$ cat config.mk
export PLATFORM = sky130hd
export DESIGN_NAME = instr_fetch_unit
export DESIGN_NICKNAME = d
export VERILOG_FILES = /design/src/rtl/mips_pkg.sv /design/src/rtl/next_pc_calc.sv /design/src/rtl/instr_fetch_unit.sv
export SDC_FILE = /design/constraint.sdc
export NUM_CORES = 1
export LEC_CHECK = 0
export ABC_AREA = 1
export CORE_ASPECT_RATIO = 0.8
export CORE_MARGIN = 1
export CORE_UTILIZATION = 47
export CTS_CLUSTER_SIZE = 24
export DETAILED_ROUTE_END_ITERATION = 16
export GPL_TIMING_DRIVEN = 0
export PLACE_DENSITY = 0.87
export SETUP_SLACK_MARGIN = 0.1
export SLEW_MARGIN = 25
export SYNTH_ARGS = -nofsm -noshare
export SYNTH_HDL_FRONTEND = slang
export SYNTH_SLANG_ARGS = --single-unit
$ cat constraint.sdc
create_clock -name clk -period 7.5 [get_ports clk]
set_input_delay 1.5 -clock clk [delete_from_list [all_inputs] [get_ports clk]]
set_output_delay 1.5 -clock clk [all_outputs]
set_load 0.005 [all_outputs]
$ cat src/rtl/mips_pkg.sv
// Shared definitions for the MIPS core front end: opcode constants,
// fetch FSM state encoding, default reset vector and immediate helpers.
package mips_pkg;

   // Primary opcode field values (instr[31:26])
   localparam logic [5:0] OP_RTYPE = 6'd0;
   localparam logic [5:0] OP_J     = 6'd2;
   localparam logic [5:0] OP_BEQ   = 6'd4;
   localparam logic [5:0] OP_ADDI  = 6'd8;
   localparam logic [5:0] OP_LW    = 6'd35;
   localparam logic [5:0] OP_SW    = 6'd43;

   // Default reset vector (word aligned)
   localparam logic [31:0] DEFAULT_RESET_PC = 32'h0000_0000;

   // Fetch unit states
   typedef enum logic [1:0] {
      IDLE  = 2'd0,
      FETCH = 2'd1,
      ISSUE = 2'd2,
      FAULT = 2'd3
   } fetch_state_e;

   // Sign-extended, word-scaled branch displacement
   function automatic logic [31:0] branch_offset(input logic [15:0] imm);
      return {{14{imm[15]}}, imm, 2'b00};
   endfunction

   // Pseudo-direct jump target built from the upper PC nibble
   function automatic logic [31:0] jump_target(input logic [31:0] pc_plus4,
                                               input logic [25:0] index);
      return {pc_plus4[31:28], index, 2'b00};
   endfunction

endpackage

$ cat src/rtl/next_pc_calc.sv
// Next program counter selection: jump, taken branch, or sequential.
module next_pc_calc
   import mips_pkg::*;
(
   input  logic [31:0] pc_plus4,
   input  logic [31:0] instr,
   input  logic        branch,
   input  logic        jump,
   input  logic        zero,
   output logic [31:0] next_pc
);

   // Jump has priority over a taken branch; all sums wrap at 32 bits
   always_comb begin
      next_pc = pc_plus4;
      if (jump) begin
         next_pc = jump_target(pc_plus4, instr[25:0]);
      end else if (branch && zero) begin
         next_pc = pc_plus4 + branch_offset(instr[15:0]);
      end
   end

endmodule

$ cat src/rtl/instr_fetch_unit.sv
// Fetch stage: holds the PC, fetches over a req/ack handshake with a
// bounded wait, presents the instruction to the core and retires it
// on acceptance.
module instr_fetch_unit
   import mips_pkg::*;
#(
   parameter logic [31:0] RESET_PC = DEFAULT_RESET_PC,
   parameter int unsigned TIMEOUT  = 16
)
(
   input  logic        clk,
   input  logic        rst_n,
   output logic        imem_req,
   output logic [31:0] imem_addr,
   input  logic        imem_ack,
   input  logic [31:0] imem_rdata,
   output logic [31:0] instr,
   output logic [5:0]  op,
   output logic        instr_valid,
   input  logic        instr_ready,
   input  logic        branch,
   input  logic        jump,
   input  logic        zero,
   output logic [31:0] pc,
   output logic [31:0] pc_plus4,
   output logic [31:0] retired,
   output logic        fetch_fault
);

   localparam logic [7:0] TIMEOUT_W = 8'(TIMEOUT);

   fetch_state_e state_q, state_d;
   logic [31:0]  pc_q, pc_d;
   logic [31:0]  instr_q, instr_d;
   logic [31:0]  retired_q, retired_d;
   logic [7:0]   wait_cnt_q, wait_cnt_d;
   logic         imem_req_q, imem_req_d;
   logic         instr_valid_q, instr_valid_d;
   logic         fetch_fault_q, fetch_fault_d;

   logic [31:0]  pc_plus4_w;
   logic [31:0]  next_pc_w;
   logic [7:0]   wait_inc;

   assign pc_plus4_w = pc_q + 32'd4;
   assign wait_inc   = wait_cnt_q + 8'd1;

   next_pc_calc u_next_pc (
      .pc_plus4 (pc_plus4_w),
      .instr    (instr_q),
      .branch   (branch),
      .jump     (jump),
      .zero     (zero),
      .next_pc  (next_pc_w)
   );

   // Next-state and registered-output logic for the fetch FSM
   always_comb begin
      state_d       = state_q;
      pc_d          = pc_q;
      instr_d       = instr_q;
      retired_d     = retired_q;
      wait_cnt_d    = wait_cnt_q;
      imem_req_d    = imem_req_q;
      instr_valid_d = instr_valid_q;
      fetch_fault_d = fetch_fault_q;
      case (state_q)
         IDLE: begin
            state_d    = FETCH;
            imem_req_d = 1'b1;
            wait_cnt_d = '0;
         end
         FETCH: begin
            // An ack in the last permitted wait cycle still wins over timeout
            if (imem_ack) begin
               state_d       = ISSUE;
               instr_d       = imem_rdata;
               imem_req_d    = 1'b0;
               instr_valid_d = 1'b1;
            end else if (wait_inc == TIMEOUT_W) begin
               state_d       = FAULT;
               imem_req_d    = 1'b0;
               fetch_fault_d = 1'b1;
               wait_cnt_d    = wait_inc;
            end else begin
               wait_cnt_d = wait_inc;
            end
         end
         ISSUE: begin
            if (instr_ready) begin
               state_d       = FETCH;
               pc_d          = next_pc_w;
               retired_d     = retired_q + 32'd1;
               imem_req_d    = 1'b1;
               instr_valid_d = 1'b0;
               wait_cnt_d    = '0;
            end
         end
         FAULT: begin
            imem_req_d    = 1'b0;
            instr_valid_d = 1'b0;
            fetch_fault_d = 1'b1;
         end
         default: begin
            state_d = IDLE;
         end
      endcase
   end

   // State and output registers with asynchronous reset
   always_ff @(posedge clk or negedge rst_n) begin
      if (!rst_n) begin
         state_q       <= IDLE;
         pc_q          <= RESET_PC;
         instr_q       <= '0;
         retired_q     <= '0;
         wait_cnt_q    <= '0;
         imem_req_q    <= 1'b0;
         instr_valid_q <= 1'b0;
         fetch_fault_q <= 1'b0;
      end else begin
         state_q       <= state_d;
         pc_q          <= pc_d;
         instr_q       <= instr_d;
         retired_q     <= retired_d;
         wait_cnt_q    <= wait_cnt_d;
         imem_req_q    <= imem_req_d;
         instr_valid_q <= instr_valid_d;
         fetch_fault_q <= fetch_fault_d;
      end
   end

   assign imem_req    = imem_req_q;
   assign imem_addr   = pc_q;
   assign instr       = instr_q;
   assign op          = instr_q[31:26];
   assign instr_valid = instr_valid_q;
   assign pc          = pc_q;
   assign pc_plus4    = pc_plus4_w;
   assign retired     = retired_q;
   assign fetch_fault = fetch_fault_q;

endmodule

==> impl_metrics.json <==
{
  "grt_max_degree": 69,
  "postRouteAntennaNets": 0,
  "fill_cells": 1538,
  "cts.clk_slew.worst_paths_ns": 0.07,
  "hold_buffers": 0,
  "area_growth_pct": 32.15,
  "cts_buffers": 9,
  "intPower_w": 0.0009079,
  "p_comb_share_pct": 14.2,
  "grt-busiest-layer": "met2",
  "synth_commonest_cells": "nand2_1 (409), inv_1 (144), dfrtp_1 (107)",
  "end_kind": "primary output",
  "hp-class": "reg2reg",
  "yosysWarningCount": 0,
  "skew_ns": 0.007550,
  "die_h_um": 120.1,
  "dieArea_mm2": 0.01796,
  "placed_area_mm2": 0.01051,
  "final.period_utilization_pct": 60.44,
  "synthSimpleGateAreaFrac_pct": 33.67,
  "ctsRootBufferMaster": "clkbuf_16",
  "synth_largest_area_cell": "dfrtp_1",
  "synthArstFlopShare_pct": 100.0,
  "drive_above_1_share_pct": 6.569,
  "initial_core_util_pct": 48.70,
  "cts_setup_buffers": 0,
  "cts-htree-levels": 3,
  "irDropWorstVdd_v": 0.0001254,
  "gp_congestion": 1.005,
  "grt_setup_unrepaired": "false",
  "synthCells": 1209,
  "routed_wl_um": 28690,
  "min_period_ns": 4.533,
  "grtUsageMet1_pct": 46.81,
  "grt-ovfl-total": 0,
  "critPathMaxFanout": 6,
  "core_area_mm2": 0.01682,
  "postCtsResizedCells": 0,
  "synth-adder-area-share_pct": 6.050,
  "nets": 1504,
  "io_buffer_count": 200,
  "max_freq_mhz": 220.6,
  "hpwlAfterDp_um": 23180,
  "synth_seq_cells": 107,
  "met3_usage_pct": 9.278,
  "cts_tree": "built",
  "rows": 42,
  "relSlewSlack_pct": 33.41,
  "diodes": 0,
  "switching_power_w": 0.0003630,
  "required_ns": 6.00,
  "hold_slack_ns": 0.4869,
  "via_count": 8805,
  "drt_iter0_markers": 852,
  "synth.distinct_cells": 40,
  "synthXorXnorAreaFrac_pct": 6.310,
  "max_cap_viol_count": 0,
  "wl_per_cell_um": 17.38,
  "vias_per_cell": 5.333,
  "first_global_vias": 8081,
  "antenna_found_initial": 0,
  "status": "complete, no violations",
  "fp.dieW_um": 149.6,
  "syn_area_mm2": 0.008189,
  "drc": 0,
  "synth-seq-area-share_pct": 32.70,
  "io_pins": 208,
  "setup_viol_count_final": 0,
  "setup_tns_ns": 0,
  "syn_area_per_cell_um2": 6.773,
  "startpoint_type": "flop",
  "seq_power_share_pct": 47.6,
  "path_class": "reg2out",
  "synthTopCellsByArea": "dfrtp_1 (33%), nand2_1 (19%), inv_1 (6.6%)",
  "grt_util_all_layers_pct": 32.61,
  "grt_pass1_wl_um": 44390,
  "leakagePower_nw": 5.556,
  "clk_latency_ns": 0.36,
  "synth_top_family_by_area": "simple AND/OR/NAND/NOR gates",
  "arrival_ns": 3.03,
  "fin_cells": 1651,
  "yosysTopAreaCellShare_pct": 32.70,
  "synth_mux_area_share_pct": 0,
  "pwr_density_cell_mw_per_mm2": 117.4,
  "slew_violations": 0,
  "cts_num_sinks": 107,
  "worst_pin_slew_ns": 0.9988,
  "met2_usage_pct": 47.48,
  "synth_edf_count": 0,
  "synth-main-ff-cell": "dfrtp_1",
  "p_clk_share_pct": 38.2,
  "synth_compound_area_share_pct": 9.427,
  "hold_viol": 0,
  "placed_cells": 1635,
  "clock_path_buffers": 2,
  "switching_share_pct": 28.56,
  "dr.pass1.iters": 5,
  "yosysMostFrequentCell": "nand2_1",
  "fin_area_mm2": 0.01082
}
-- through the flow --
step | setup WS, ns | total power (W) | utilization [%]
after floorplan | 4.568 | 0.0006989 | -
after global placement | 0.8112 | 0.0007853 | 62.35
after detailed placement | 3.456 | 0.0007906 | 62.52
after CTS | 3.053 | 0.001273 | 64.35
after global routing | 2.909 | 0.001324 | 64.35
final | 2.967 | 0.001271 | 64.35
-- path summary, 6_finish.rpt --
check	startpoint	end	slack, ns	cells after the start
min in group asynchronous	rst_n	instr[31]	1.05	1
setup / recovery	imem_addr[16]	pc_plus4[23]	2.97	6
setup reg to reg	imem_addr[3]	imem_addr[13]	3.51	16
hold / removal	imem_req	imem_req	0.49	2
max in group asynchronous	rst_n	imem_addr[29]	5.77	2
hold reg to reg	imem_req	imem_req	0.49	2
-- cell type report --
| class | instances | area (um2) | area share [%] |
|---|---|---|---|
| multi-input cells | 897 | 4564 | 42.18 |
| clock buffers | 10 | 239.0 | 2.208 |
| repair buffers | 201 | 2031 | 18.77 |
| well taps | 220 | 275.3 | 2.544 |
| clock inverters | 6 | 68.82 | 0.6359 |
| plain buffers | 62 | 406.6 | 3.758 |
| flip-flops and latches | 107 | 2678 | 24.74 |
| inverters | 148 | 559.3 | 5.168 |
-- placed cells by master, fill, tap and decap left out, drive strengths merged, types with 6 or more instances in the layout --
cell type and count:
o22ai 6, inv 149, conb 6, nor2 102
nor3 28, xor2 51, nand3b 7, buf 54
ha 38, nand4 16, dfrtp 107, clkbuf 20
clkdlybuf4s50 199, o21ai 60, o21bai 6, nand3 71
xnor2 8, nand2 413, a21oi 63
-- layer usage --
metal / wire length [um] / up-vias
met3: 3559 / 34
li1: - / 4245
met1: 12490 / 4054
met2: 12160 / 472
met5: 0 / -
met4: 479 / 0
-- worst max-delay path, stage by stage, from the launching register on --
cell,delay [ns]
dfrtp_1,0.57
nand2_1,0.16
nor2_1,0.32
nand2_1,0.16
nor3_1,0.23
xor2_1,0.60
clkdlybuf4s50_1,0.63
-- power by group through the flow --
stage / combinational, W / sequential (W) / clock [W]
global route: 0.000200 / 0.000605 / 0.000519
detailed placement: 0.000177 / 0.000614 / 0
CTS: 0.000178 / 0.000603 / 0.000492
global placement: 0.000171 / 0.000614 / 0
floorplan: 0.0000910 / 0.000608 / 0
finish: 0.000181 / 0.000604 / 0.000486
-- flip-flops by register name, indices dropped and copies added (netlist names) --
register	count
instr_valid	1
wait_cnt_q	8
imem_req	1
imem_addr	30
instr	32
fetch_fault	1
state_q	2
retired	32
-- cell families (layout without fill, tap and decap cells) --
| group | Yosys count | in the layout |
|---|---|---|
| xor+xnor | 59 | 59 |
| buf+inv | 210 | 427 |
| other cells | 1 | 6 |
| compound gates | 145 | 145 |
| simple gates | 648 | 648 |
| fa+ha+maj | 39 | 39 |
| flops | 107 | 107 |
(Power assumes the default switching activity.)
